<file path="src/rtl/rtc_alarm_ctrl.sv">
// Alarm controller for a BCD real-time clock: edits and stores an HH:MM alarm and gates the buzzer while ringing.
// Optional snooze on acknowledge is compiled in with `define ALARM_SNOOZE_EN.
module rtc_alarm_ctrl #(
  parameter int BEEP_CYCLES  = 12_500_000,
  parameter int RING_SECONDS = 60
`ifdef ALARM_SNOOZE_EN
  , parameter int SNOOZE_MIN = 5
`endif
) (
  input  logic       clk,
  input  logic       rst_n,
  input  logic [7:0] time_hour,
  input  logic [7:0] time_min,
  input  logic [7:0] time_sec,
  input  logic       key_set,
  input  logic       key_inc,
  input  logic       key_ack,
  output logic [7:0] alarm_hour,
  output logic [7:0] alarm_min,
  output logic [1:0] edit_field,
  output logic       armed,
  output logic       ringing,
  output logic       buzz_req
);

  localparam int BW = (BEEP_CYCLES > 1) ? $clog2(BEEP_CYCLES) : 1;
  localparam logic [BW-1:0] BEEP_LAST = BW'(BEEP_CYCLES - 1);
  localparam logic [7:0]    RING_LAST = 8'(RING_SECONDS - 1);

  typedef enum logic [1:0] {IDLE = 2'd0, EDIT_H = 2'd1, EDIT_M = 2'd2, RINGING = 2'd3} state_t;

  state_t          state, state_nx;
  logic [7:0]      prev_sec;
  logic [7:0]      alarm_hour_nx, alarm_min_nx;
  logic            armed_nx, buzz_nx;
  logic [BW-1:0]   beep_cnt, beep_cnt_nx;
  logic [7:0]      ring_cnt, ring_cnt_nx;
  logic            sec_tick, alarm_hit, trigger;

  function automatic logic [7:0] bcd_inc(input logic [7:0] v, input logic [7:0] last);
    if (v == last) return 8'h00;
    if (v[3:0] == 4'd9) return {v[7:4] + 4'd1, 4'd0};
    return {v[7:4], v[3:0] + 4'd1};
  endfunction

  assign sec_tick  = (time_sec != prev_sec);
  assign alarm_hit = sec_tick & armed & (time_sec == 8'h00) &
                     (time_hour == alarm_hour) & (time_min == alarm_min);

`ifdef ALARM_SNOOZE_EN
  logic       snooze_pending, snooze_pending_nx;
  logic [7:0] snooze_hour, snooze_hour_nx, snooze_min, snooze_min_nx;
  logic [7:0] min_sum, hour_bin, snz_min_bin, snz_hour_bin;
  logic [7:0] snz_hour_calc, snz_min_calc;
  logic       snooze_hit;

  function automatic logic [7:0] bcd_to_bin(input logic [7:0] v);
    return 8'(v[7:4]) * 8'd10 + 8'(v[3:0]);
  endfunction

  function automatic logic [7:0] bin_to_bcd(input logic [7:0] v);
    return {4'(v / 8'd10), 4'(v % 8'd10)};
  endfunction

  // Snooze target: current RTC HH:MM plus SNOOZE_MIN, carrying minutes into the hour.
  always_comb begin
    min_sum  = bcd_to_bin(time_min) + 8'(SNOOZE_MIN);
    hour_bin = bcd_to_bin(time_hour);
    if (min_sum >= 8'd60) begin
      snz_min_bin  = min_sum - 8'd60;
      snz_hour_bin = (hour_bin == 8'd23) ? 8'd0 : hour_bin + 8'd1;
    end else begin
      snz_min_bin  = min_sum;
      snz_hour_bin = hour_bin;
    end
    snz_hour_calc = bin_to_bcd(snz_hour_bin);
    snz_min_calc  = bin_to_bcd(snz_min_bin);
  end

  assign snooze_hit = sec_tick & armed & snooze_pending & (time_sec == 8'h00) &
                      (time_hour == snooze_hour) & (time_min == snooze_min);
  assign trigger    = alarm_hit | snooze_hit;
`else
  assign trigger    = alarm_hit;
`endif

  always_comb begin
    state_nx      = state;
    alarm_hour_nx = alarm_hour;
    alarm_min_nx  = alarm_min;
    armed_nx      = armed;
    buzz_nx       = buzz_req;
    beep_cnt_nx   = beep_cnt;
    ring_cnt_nx   = ring_cnt;
`ifdef ALARM_SNOOZE_EN
    snooze_pending_nx = snooze_pending;
    snooze_hour_nx    = snooze_hour;
    snooze_min_nx     = snooze_min;
`endif
    case (state)
      IDLE: begin
        if (key_set) begin
          state_nx = EDIT_H;
`ifdef ALARM_SNOOZE_EN
          snooze_pending_nx = 1'b0;
`endif
        end else if (trigger) begin
          state_nx    = RINGING;
          buzz_nx     = 1'b1;
          beep_cnt_nx = BEEP_LAST;
          ring_cnt_nx = 8'd0;
`ifdef ALARM_SNOOZE_EN
          if (snooze_hit) snooze_pending_nx = 1'b0;
`endif
        end else if (key_ack && !key_inc) begin
          armed_nx = ~armed;
`ifdef ALARM_SNOOZE_EN
          if (armed) snooze_pending_nx = 1'b0;
`endif
        end
      end
      EDIT_H: begin
        if (key_set)      state_nx = EDIT_M;
        else if (key_inc) alarm_hour_nx = bcd_inc(alarm_hour, 8'h23);
      end
      EDIT_M: begin
        if (key_set) begin
          state_nx = IDLE;
          armed_nx = 1'b1;
        end else if (key_inc) begin
          alarm_min_nx = bcd_inc(alarm_min, 8'h59);
        end
      end
      RINGING: begin
        if (key_ack || (sec_tick && ring_cnt == RING_LAST)) begin
          state_nx    = IDLE;
          buzz_nx     = 1'b0;
          beep_cnt_nx = '0;
          ring_cnt_nx = 8'd0;
`ifdef ALARM_SNOOZE_EN
          if (key_ack) begin
            snooze_pending_nx = 1'b1;
            snooze_hour_nx    = snz_hour_calc;
            snooze_min_nx     = snz_min_calc;
          end
`endif
        end else begin
          if (sec_tick) ring_cnt_nx = ring_cnt + 8'd1;
          if (beep_cnt == '0) begin
            buzz_nx     = ~buzz_req;
            beep_cnt_nx = BEEP_LAST;
          end else begin
            beep_cnt_nx = beep_cnt - 1'b1;
          end
        end
      end
      default: state_nx = IDLE;
    endcase
  end

  always_ff @(posedge clk) begin
    if (!rst_n) begin
      state      <= IDLE;
      prev_sec   <= 8'h00;
      alarm_hour <= 8'h00;
      alarm_min  <= 8'h00;
      armed      <= 1'b0;
      buzz_req   <= 1'b0;
      beep_cnt   <= '0;
      ring_cnt   <= 8'd0;
      edit_field <= 2'b00;
      ringing    <= 1'b0;
    end else begin
      state      <= state_nx;
      prev_sec   <= time_sec;
      alarm_hour <= alarm_hour_nx;
      alarm_min  <= alarm_min_nx;
      armed      <= armed_nx;
      buzz_req   <= buzz_nx;
      beep_cnt   <= beep_cnt_nx;
      ring_cnt   <= ring_cnt_nx;
      edit_field <= (state_nx == EDIT_H) ? 2'b01 : (state_nx == EDIT_M) ? 2'b10 : 2'b00;
      ringing    <= (state_nx == RINGING);
    end
  end

`ifdef ALARM_SNOOZE_EN
  always_ff @(posedge clk) begin
    if (!rst_n) begin
      snooze_pending <= 1'b0;
      snooze_hour    <= 8'h00;
      snooze_min     <= 8'h00;
    end else begin
      snooze_pending <= snooze_pending_nx;
      snooze_hour    <= snooze_hour_nx;
      snooze_min     <= snooze_min_nx;
    end
  end
`endif

endmodule
</file>
<file path="config.mk">
export PLATFORM = sky130hd
export DESIGN_NAME = rtc_alarm_ctrl
export DESIGN_NICKNAME = d
export VERILOG_FILES = /design/src/rtl/rtc_alarm_ctrl.sv
export SDC_FILE = /design/constraint.sdc
export NUM_CORES = 1
export LEC_CHECK = 0
export ABC_AREA = 1
export ABC_CLOCK_PERIOD_IN_PS = 1450
export CAP_MARGIN = 20
export CELL_PAD_IN_SITES_DETAIL_PLACEMENT = 0
export CELL_PAD_IN_SITES_GLOBAL_PLACEMENT = 1
export CORE_MARGIN = 4
export CORE_UTILIZATION = 35
export DETAILED_ROUTE_END_ITERATION = 10
export GPL_ROUTABILITY_DRIVEN = 1
export PLACE_DENSITY = 0.83
export SKIP_LAST_GASP = 1
export SYNTH_ARGS = -nofsm -noshare
export SYNTH_HDL_FRONTEND = slang
export SYNTH_SLANG_ARGS = --single-unit
</file>
<file path="constraint.sdc">
create_clock -name clk -period 1.45 [get_ports clk]
set_input_delay 0.29 -clock clk [delete_from_list [all_inputs] [get_ports clk]]
set_output_delay 0.29 -clock clk [all_outputs]
set_load 0.02 [all_outputs]
</file>
# Yosys cells after proc, flatten, opt, wreduce, memory -nomap -nowiden
# Index checks and enable logic that the tools add are counted.
# classes
addsub	6
n_eq_ne	21
muxes	54
n_bitwise	8
reduce_logical	20
# ops
cell	count
24-bit 2-to-1 mux	4
8-bit 2-to-1 mux	12
24-bit case mux with 2 select lines	1
1-bit 2-to-1 mux	27
24-bit zero test	1
24-bit by 1-bit subtractor with 24-bit output (second input constant)	1
4-bit by 1-bit adder with 4-bit output (second input constant)	4
8-bit by 6-bit == test with 1-bit output (second input constant)	2
8-bit == test	2
8-bit case mux with 2 select lines	1
4-bit AND reduction	4
2-bit 2-to-1 mux	6
2-bit != test (second input constant)	5
3-bit AND reduction	3
8-bit by 1-bit adder with 8-bit output (second input constant)	1
2-bit == test (second input constant)	4
4-bit == test (second input constant)	2
8-bit by 7-bit == test with 1-bit output (second input constant)	1
8-bit zero test	1
8-bit != test	1
2-bit case mux with 4 select lines	1
2-bit nonzero test	4
3-bit != test (second input constant)	2
5-bit AND reduction	1
other kinds (9)	18
# totals
register_bits	63
input_bits	29
output_inout_bits	21
word_cells	122

# Logic depth before layout (Yosys ltp)
# Gate-level depths: netlist of the first run.
# logic_depth
ltp_word	11
mapped_depth	14
ltp_nobuf	14

# Worst setup path after synthesis of the first run
# No wires, ideal clock.
# synth_path
path_type	register to register
from	register alarm_min[5]
to	register beep_cnt[14]
setup_ns	0.132
arrival_ns	1.490
required_time_ns	1.318
setup_slack_ns	-0.172
stages_incl_launch_ff	15
path_buffers	1
period_less_slack_ns	1.622
path_cell_list	dfxtp_1 inv_1 nand2_1 nand2_1 inv_1 nand2_1 nor2_1 nand2_1 nor2_1 nand3_2 nand2_2 inv_2 buf_6 nand2_1 a21oi_1
# synth_via
elab_chain_len	4
# synth_lines
element	line_no	rtl
from (decl)	19	output logic [7:0] alarm_min,
from (signal assigned)	177	alarm_min <= alarm_min_nx;
8-bit == test	48	(time_hour == alarm_hour) & (time_min == alarm_min);
1-bit bitwise AND	48	
2-bit != test (no line)	--	
3-bit AND reduction (no line)	--	
to (signal assigned)	180	beep_cnt <= beep_cnt_nx;
to (decl)	36	logic [BW-1:0] beep_cnt, beep_cnt_nx;
# Every way passes these cells.
# A chain may end at the register's enable or synchronous reset.

# Worst setup path after layout of the first run
# layout_path
from	register beep_cnt[0]
to	register beep_cnt[16]
# layout_via
elab_chain_len	4
elab_cells_between_ends	5
cone_classes	add/sub: 1; mux: 3; reduce/logical: 1
# layout_lines
element	line_no	rtl
24-bit by 1-bit subtractor with 24-bit output / 24-bit zero test (equally long branches)	153, 149	
24-bit 2-to-1 mux *	149	if (beep_cnt == '0) begin
24-bit 2-to-1 mux *	135	if (key_ack || (sec_tick && ring_cnt == RING_LAST)) begin
24-bit case mux with 2 select lines *	100	case (state)
# Mark *: on every way between the ends. The rest lies on a longest branch, timed or not.

==> results of run 1 <==
state kept, by name, indices dropped and copies added (netlist names):
name,flops
beep_cnt,24
alarm_hour,8
alarm_min,8
prev_sec,8
ring_cnt,8
edit_field,2
state,2
armed,1
buzz_req,1
ringing,1
placed cells by master, fill, tap and decap left out, types with 17 or more instances in the layout:
cell and n:
a21oi_1 23, buf_4 138, dfxtp_1 32, dfxtp_2 20, dlygate4sd2_1 33, inv_1 96
inv_2 17, nand2_1 168, nand2_2 21, nand3_1 28, nor2_1 88
layout make-up:
| type | count | area [um2] | area share, % |
|---|---|---|---|
| inverters | 119 | 466.7 | 6.888 |
| well taps | 143 | 178.9 | 2.641 |
| repair buffers | 201 | 1644 | 24.27 |
| multi-input cells | 486 | 2825 | 41.70 |
| clock inverters | 5 | 78.83 | 1.163 |
| clock buffers | 11 | 254.0 | 3.749 |
| flip-flops and latches | 63 | 1328 | 19.59 |
per-layer routing:
metal	up-vias	global-route usage [%]
met5	-	0
met4	0	6.574
met3	18	3.368
met2	86	32.23
met1	2228	25.30
li1	2526	-
worst max-delay path, cell delays in order (launching register included):
cell and delay [ns]:
dfxtp_2 0.33, inv_4 0.09, buf_12 0.10, ha_4 0.12, nand2_2 0.08, nor2_4 0.18, buf_4 0.13, nand2_1 0.05
xor2_1 0.14, nor2_1 0.09, nand3_1 0.08, a21oi_1 0.15
power by group:
group	total, mW	switching (mW)	leakage, nW	internal [mW]
registers	1.79	0.0303	0.528	1.76
clock network	2.44	0.830	0.165	1.61
logic	0.872	0.469	2.66	0.403
total	5.10	1.33	3.35	3.77
per-stage QoR:
stage          setup slack (ns)  util (%)
2_1_floorplan          -0.01204         -
3_3_place_gp            -0.6825     51.05
3_5_place_dp            -0.7253     51.05
4_1_cts                 -0.1890     55.88
5_1_grt                 -0.2985     59.08
6_report                -0.1732     59.08
logic make-up (layout without fill, tap and decap cells):
logic type / after synthesis / count (layout) / synth area share, %
buffers and inverters: 127 / 336 / 12.14
xor gates and xnor gates: 19 / 19 / 4.038
AOI/OAI and AO/OA: 66 / 66 / 8.834
adders and majority gates: 11 / 11 / 3.339
DFF: 63 / 63 / 30.60
and+or+nand+nor: 390 / 390 / 41.04
final timing paths:
path,from,endpoint,slack (ns),depth (start not counted)
min,time_sec[1],prev_sec[1],0.31,3
min reg2reg,beep_cnt[13],beep_cnt[13],0.52,2
max reg2reg,beep_cnt[0],beep_cnt[16],-0.17,11
max,beep_cnt[0],beep_cnt[16],-0.17,11
repair_timing:
item | 4_1_cts | 5_1_grt
endpoints found under the setup margin | 70 | 66
resized for setup | 102 | 107
buffers inserted | 8 | 10
pin swaps | 18 | 46
hold buffers | 0 | 0
gates cloned | 0 | 1
==> summary.md, run 1 <==
| Metric | Value |
|---|---|
| Result of the run | `complete, but fails checks` |
| Violations in the final reports | `setup timing` |
| Final non-filler cell area | `0.006775 mm2` |
| Headroom to the max-slew limit | `82.30%` |
| Sequential area share after synthesis | `30.60%` |
| Clock latency on the worst-skew pair | `~0.34 ns` |
| Number of port buffers | `49` |
| Required time of the critical path | `1.71 ns` |
| Non-filler cells in the finished layout | `~1000` |
| ANT nets after route | `0` |
| Maximum number of pins on one net before global-route repair | `16` |
| Post-synth net total | `between 700 and 800` |
| Placed insts | `994` |
| CTS buffer count | `9` |
| Synth top area cells | `dfxtp_1 31%, nand2_1 17%, inv_1 9.9%` |
| Vias in the first global route | `4638` |
| Routed length on met2 | `between 6000 and 7000 um` |
| Commonest cells in the synthesized netlist | `190 x nand2_1, 109 x inv_1, 100 x nor2_1` |
| CTS tree | `built` |
| Initial DRC count | `246` |
| Clock tree skew after final layout | `between 0.006 and 0.007 ns` |
| Worst min-delay path category | `in -> reg` |
| RSZ-0062 raised after global routing | `true` |
| Num Clock Sinks | `63` |
| Clock Tree Root | `clkbuf_16` |
| Final Net Count | `920` |
| Category of the most critical setup path | `reg -> reg` |
| Maximum VDD drop | `about 0.47 mV` |
| Portion of synthesized cell area occupied by the leading cell type | `between 30% and 40%` |
| Sum of negative setup slack | `-4.253 ns` |
| Initial standard-cell utilization of the core | `a little over a third` |
| Hpwl dp | `between 9000 and 10000 um` |
| Synthesized instance count | `approximately 680` |
| Dominant register cell in the synthesized netlist | `dfxtp_1` |
| EDFF count, synth | `0` |
| Async SR Flop Fraction | `0%` |
| Warning count from the yosys run | `0` |
| Final WL | `between 10000 and 15000 um` |
| Synth area leader | `dfxtp_1` |
| First-pass iteration count of the detailed router | `5` |
| Routed wire per std cell | `12.66 um` |
| Hold Worst Slack | `between 0.3 and 0.4 ns` |
| Vias after detailed routing | `4858` |
| Floorplan die height | `between 100 and 150 um` |
| Setup WS post-layout | `-0.1732 ns` |
| First-pass GRT wire length | `approximately 21000 um` |
| Setup violation total in the final timing report | `between 40 and 50` |
| Final antenna diode count | `0` |
| Data arrival, critical path | `around 1.9 ns` |
| Synthesized area | `approximately 0.0041 mm2` |
| Pwr/cell area | `about 750 mW/mm2` |
| Final count of pins violating max slew | `0` |
| Startpoint type of the worst setup path | `flop` |
| Kind of end point of the critical path | `flop` |
| Antenna violations before repair | `0` |
| Leakage power summed over all cells | `~3.4 nW` |
| Final Hold Violating Endpoints | `0` |
| Max-cap check violation count | `0` |
| Largest fanout on the critical path | `4` |
| Crit share post-route | `111.9%` |
| Maximum buffer depth of the clock tree | `2` |
| Share of cells above drive strength 1 | `approximately 37%` |
| RD Place Congestion | `between 0.8 and 0.9` |
| Dominant cell by count in the synthesized netlist | `nand2_1` |
| Tightest Pin Transition | `0.2635 ns` |
| Final Total Pwr | `~5.1 mW` |
| Post-place instance area | `between 0.005 and 0.006 mm2` |
| Mean post-synth cell area | `approximately 6 um2` |
| Number of fillers in the final layout | `~1100` |
| Row cnt | `39` |
| Distinct cell type count of the synthesized netlist | `39` |
| Register clock-pin slew on the reported worst setup and hold paths | `0.05 ns` |
| DR WL met3 | `520 um` |
| Total number of H-tree levels | `3` |
| Die width | `116.5 um` |
| DRT met1 WL | `roughly 6000 um` |
| Die ar. | `0.01358 mm2` |
| Global router's overall resource usage | `about a fifth` |
| Total grt overflow | `0` |
| Number of synthesized register bits | `63` |
| Via density | `4.726` |
| DRC violation count after routing | `0` |
| Total core area | `around 0.011 mm2` |
| Highest metal layer with signal wires | `met4` |
| Synthesis-to-finish area growth | `64.39%` |
| Ports placed on the boundary | `50` |
| Final worst path period need | `between 1.5 and 2 ns` |
| Fmax | `0.6161 GHz` |
(Power assumes the default switching activity.)
==> run 2, diff against run 1 <==
ABC_CLOCK_PERIOD_IN_PS = 1370   (was 1450)
clock period = 1.37 ns   (was 1.45 ns; I/O delays follow)
==> summary.md, run 2 (synthesis gave the netlist of run 1 again) <==
| Metric | Value |
|---|---|
| Result of the run | `complete, but fails checks` |
| Violations in the final reports | `setup timing` |
| Kind of end point of the critical path | `flop` |
| Data arrival, critical path | `1.83 ns` |
| Launch point of the worst reg-to-reg path | `prev_sec[4]` |
| Total number of H-tree levels | `3` |
| Fmax | `0.6196 GHz` |
| Maximum VDD drop | `just over 0.4 mV` |
| CTS tree | `built` |
| Final antenna diode count | `0` |
| Final core utilization | `61.07%` |
| Row cnt | `39` |
| Setup WS post-layout | `-0.2440 ns` |
| Leakage power summed over all cells | `between 3 and 4 nW` |
| Terminating pin of the worst hold path | `prev_sec[0]` |
| Vias in the first global route | `between 4000 and 5000` |
| Hold Worst Slack | `just over 0.3 ns` |
| Critical Path Slowest Stage Cell | `dfxtp_2` |
| Maximum buffer depth of the clock tree | `2` |
| Final non-filler cell area | `about 0.007 mm2` |
| Total core area | `around 0.011 mm2` |
| Clock latency on the worst-skew pair | `between 0.3 and 0.4 ns` |
| Most common library cell in the layout ignoring fill and taps | `nand2_1` |
| Share of cells above drive strength 1 | `a little over two fifths` |
| Register clock-pin slew on the reported worst setup and hold paths | `0.05 ns` |
| Worst Hold Depth | `3` |
| Tightest Pin Transition | `around 0.30 ns` |
| Headroom to the max-slew limit | `around 80%` |
| ANT nets after route | `0` |
| Worst min-delay path category | `in -> reg` |
| Via density | `around 4.8` |
| Worst-case register-to-register setup slack | `-0.24 ns` |
| Crit share post-route | `117.8%` |
| First-pass GRT wire length | `20760 um` |
| Startpoint type of the worst setup path | `flop` |
| Number of fillers in the final layout | `1013` |
| Antenna violations before repair | `0` |
| Num Clock Sinks | `63` |
| Initial standard-cell utilization of the core | `35.94%` |
| Max FFs per register | `24` |
| Hpwl dp | `between 9000 and 10000 um` |
| Category of the most critical setup path | `reg -> reg` |
| Number of cells on the worst reg-to-reg path | `12` |
| Worst stage delay on the critical path | `between 0.3 and 0.4 ns` |
| Largest fanout on the critical path | `7` |
| Initial DRC count | `352` |
| Clock tree skew after final layout | `0.006709 ns` |
| Most frequent cells in the layout | `159 x nand2_1, 138 x buf_4, 82 x inv_1` |
| Max-cap check violation count | `0` |
| Total grt overflow | `0` |
| Final Net Count | `926` |
| First-pass iteration count of the detailed router | `5` |
| Post-place instance area | `between 0.005 and 0.006 mm2` |
| Final Hold Violating Endpoints | `0` |
| Terminus of the critical flop-to-flop path | `beep_cnt[20]` |
| Setup violation total in the final timing report | `46` |
| Final worst path period need | `1.614 ns` |
| CTS buffer count | `9` |
| Vias after detailed routing | `4962` |
| Global router's overall resource usage | `19.15%` |
| RSZ-0062 raised after global routing | `true` |
| Hold path startpoint | `time_sec[0]` |
| Top reg by flops | `beep_cnt` |
| Number of port buffers | `49` |
| Final count of pins violating max slew | `0` |
| Gate family responsible for the most delay along the worst path | `simple AND/OR/NAND/NOR gates` |
| Synthesis-to-finish area growth | `69.92%` |
| Routed wire per std cell | `12.77 um` |
| Floorplan die height | `116.5 um` |
| Number of buffers added to fix hold violations after cts | `0` |
| CP cell instances | `inv_2 > nand2_1 > nand2_1 > nor2_1 > nand2_2 > nor2_4 > nor2_2 > nand3_2 > nand2_8 > buf_8 > o21ai_1 > nor2_1` |
| Pwr/cell area | `743.2 mW/mm2` |
| Die width | `roughly 120 um` |
| Maximum number of pins on one net before global-route repair | `22` |
| Clock Tree Root | `clkbuf_16` |
| DRC violation count after routing | `0` |
| Count of buffering cells on the critical path with inverters included | `2` |
| Required time of the critical path | `about 1.6 ns` |
| Die ar. | `0.01358 mm2` |
| RD Place Congestion | `roughly 0.9` |
| Final WL | `around 13000 um` |
| Ports placed on the boundary | `50` |
[run 2: worst max path at each step]
stage	cells past startpoint	slack (ns)	start	to
after floorplan	13	-0.08	alarm_min[2]	beep_cnt[14]
after global placement	11	-0.77	time_sec[3]	ring_cnt[5]
after detailed placement	12	-0.79	time_sec[3]	ring_cnt[6]
after CTS	7	-0.23	beep_cnt[2]	beep_cnt[20]
after global routing	10	-0.35	beep_cnt[8]	beep_cnt[17]
final	12	-0.24	prev_sec[4]	beep_cnt[20]
[run 2: per-layer routing]
layer / wire length, um / share of wire [%] / vias up / track usage, %
met1: 5974 / 45 / 2276 / 24.75
met2: 6443 / 49 / 118 / 32.07
met3: 540 / 4.1 / 22 / 2.953
li1: - / - / 2546 / -
met4: 243 / 1.8 / 0 / 7.425
met5: 0 / 0 / - / 0
[run 2: per-stage QoR]
step / setup WS (ns) / setup TNS (ns) / power, mW / instances
2_1_floorplan: -0.08453 / -1.598 / 2.372 / 676
3_3_place_gp: -0.7695 / -34.27 / 2.771 / 997
3_5_place_dp: -0.7861 / -34.93 / 2.785 / 997
4_1_cts: -0.2274 / -7.556 / 5.172 / 1026
5_1_grt: -0.3525 / -12.36 / 5.438 / 1034
6_report: -0.2440 / -7.591 / 5.204 / 1034
[run 2: what timing repair did]
action,4_1_cts,5_1_grt
pin swaps,51,52
setup endpoints to repair,76,64
buffers inserted,16,9
gates resized for setup,152,129
endpoints found under the hold margin,0,0
gates cloned,0,1
[run 2: where the power goes]
| group | internal, mW | switching [mW] |
|---|---|---|
| combinational | 0.469 | 0.536 |
| sequential | 1.85 | 0.0355 |
| clock | 1.42 | 0.891 |
| total | 3.74 | 1.46 |
[run 2: tightest hold or removal path: cells and delay by family]
| kind | cells | cell delay [ns] |
|---|---|---|
| simple gates | 1 | 0.06 |
| buf+inv | 2 | 0.28 |
[run 2: final cells by class]
cell class	count	area [um2]	area share (%)
clock inverter	6	70.07	1.001
timing repair buffer	207	1755	25.07
multi-input combinational	486	2963	42.31
clock buffer	10	229.0	3.270
inverter	119	471.7	6.736
sequential	63	1335	19.06
tap	143	178.9	2.555
==> run 3, diff against run 2 <==
CAP_MARGIN = 0   (was 20)
CORE_MARGIN = 5   (was 4)
==> summary.md, run 3 (synthesis gave the netlist of run 1 again) <==
| Metric | Value |
|---|---|
| Max-cap check violation count | `0` |
| Via density | `4.708` |
| Number of buffers added to fix hold violations after cts | `0` |
| Global router's overall resource usage | `between 10% and 20%` |
| Clock latency on the worst-skew pair | `~0.34 ns` |
| Register clock-pin slew on the reported worst setup and hold paths | `roughly 0.050 ns` |
| Category of the most critical setup path | `reg -> reg` |
| Tightest Pin Transition | `between 0.3 and 0.4 ns` |
| Kind of end point of the critical path | `flop` |
| Worst min-delay path category | `in -> reg` |
| Routed wire per std cell | `about 13 um` |
| Final Net Count | `between 900 and 1000` |
| Vias after detailed routing | `4873` |
| GR met2 Demand/Resource | `between 30% and 40%` |
| Leakage power summed over all cells | `between 3 and 4 nW` |
| Row cnt | `39` |
| Maximum VDD drop | `about 0.53 mV` |
| Clock Tree Root | `clkbuf_16` |
| Pwr/cell area | `779.6 mW/mm2` |
| Result of the run | `complete, but fails checks` |
| Worst stage delay on the critical path | `about 0.35 ns` |
| RD Place Congestion | `0.8897` |
| Most common library cell in the layout ignoring fill and taps | `nand2_1` |
| Required time of the critical path | `around 1.6 ns` |
| Maximum number of pins on one net before global-route repair | `22` |
| Fmax | `about 0.61 GHz` |
| Final WL | `13450 um` |
| Critical Path Slowest Stage Cell | `dfxtp_2` |
| Crit share post-route | `118.8%` |
| Total number of H-tree levels | `3` |
| Busiest grt layer | `met2` |
| Die width | `between 100 and 150 um` |
| Data arrival, critical path | `1.85 ns` |
| Synthesis-to-finish area growth | `71.61%` |
| Most frequent cells in the layout | `151 x nand2_1, 136 x buf_4, 91 x inv_1` |
| Violations in the final reports | `setup timing` |
| Die ar. | `0.01405 mm2` |
| Share of cells above drive strength 1 | `44.17%` |
| Total grt overflow | `0` |
| Antenna violations before repair | `0` |
| Final non-filler cell area | `a little over 0.007 mm2` |
| Post-place instance area | `slightly below 0.006 mm2` |
| First-pass GRT wire length | `roughly 22000 um` |
| RSZ-0062 raised after global routing | `true` |
| Initial DRC count | `between 200 and 300` |
| Final Hold Violating Endpoints | `0` |
| Global Route met1 Usage | `a little under a quarter` |
| ANT nets after route | `0` |
| Final antenna diode count | `0` |
| Final count of pins violating max slew | `0` |
| Vias in the first global route | `4751` |
| Maximum buffer depth of the clock tree | `2` |
| Top reg by flops | `beep_cnt` |
| Floorplan die height | `roughly 120 um` |
| Initial standard-cell utilization of the core | `35.94%` |
| Num Clock Sinks | `63` |
| Max FFs per register | `24` |
| CTS buffer count | `9` |
| GR met3 Demand/Resource | `between 3 and 4%` |
| Ports placed on the boundary | `50` |
| Clock tree skew after final layout | `0.008253 ns` |
| First-pass iteration count of the detailed router | `4` |
| Total core area | `approximately 0.011 mm2` |
| Final core utilization | `61.68%` |
| Setup violation total in the final timing report | `54` |
| Startpoint type of the worst setup path | `flop` |
| Setup WS post-layout | `-0.2579 ns` |
| Final worst path period need | `around 1.6 ns` |
| Largest fanout on the critical path | `6` |
| CP cell instances | `ha_4 > nand3_4 > nor4_4 > nand2_2 > buf_6 > nand2_8 > nand4_1 > nand2_1 > nor2_2` |
| Hpwl dp | `9467 um` |
| Number of port buffers | `slightly below 50` |
| Headroom to the max-slew limit | `between 70% and 80%` |
| DRC violation count after routing | `0` |
| CTS tree | `built` |
run 3: cell types whose count changed in the layout (fill, tap and decap cells not counted), moves of 4 or more:
cell             delta
buf_2               +4
buf_6               +4
clkdlybuf4s15_2     -4
inv_1               +9
inv_2               -4
inv_4               -6
nand2_1             -8
nand2_2             +6
nor2_2              +7
nor2_4              -5
run 3: cell type report:
type | instances | area, um2
Multi-Input combinational cell | 486 | 3020
Sequential cell | 63 | 1331
Clock buffer | 14 | 275.3
Tap cell | 143 | 178.9
Clock inverter | 2 | 60.06
Fill cell | 993 | 4394
Timing Repair Buffer | 208 | 1745
Inverter | 119 | 461.7
run 3: worst paths after layout:
| check | from | end | slack (ns) | cells past startpoint |
|---|---|---|---|---|
| worst min-delay path | time_sec[0] | prev_sec[0] | 0.30 | 3 |
| worst min register to register | beep_cnt[8] | beep_cnt[8] | 0.54 | 2 |
| worst max register to register | ring_cnt[0] | ringing | -0.26 | 9 |
| worst max-delay path | ring_cnt[0] | ringing | -0.26 | 9 |
run 3: power breakdown:
part | switching, mW | internal, mW
Combinational | 0.550 | 0.461
Sequential | 0.0327 | 1.86
Clock | 0.857 | 1.76
Total | 1.44 | 4.08
run 3: per-layer routing:
metal / part of all wire (%) / vias up
li1: - / 2534
met2: 48 / 69
met5: 0 / -
met3: 2.9 / 21
met1: 47 / 2249
met4: 2.3 / 0
run 3: repair_timing:
action | 4_1_cts | 5_1_grt
gates cloned | 1 | 0
setup buffers | 11 | 15
gates resized for setup | 155 | 141
setup endpoints to repair | 76 | 69
pin swaps | 39 | 55
run 3: per-stage QoR:
stage | instances | setup slack (ns) | total power, mW | TNS [ns] | hold slack, ns
floorplan | 676 | -0.08453 | 2.372 | -1.598 | 0.3675
global placement | 995 | -0.7574 | 2.767 | -33.84 | 0.5106
detailed placement | 995 | -0.7723 | 2.781 | -33.98 | 0.5204
CTS | 1022 | -0.2676 | 5.473 | -8.729 | 0.2871
global route | 1035 | -0.3900 | 5.750 | -13.72 | 0.3465
finish | 1035 | -0.2579 | 5.514 | -7.852 | 0.2983
run 3: worst max-delay path: cells and delay by family (launching register included):
kind,cells,cell delay [ns]
simple gates,7,0.87
flops,1,0.35
fa+ha+maj,1,0.15
buf+inv,1,0.14
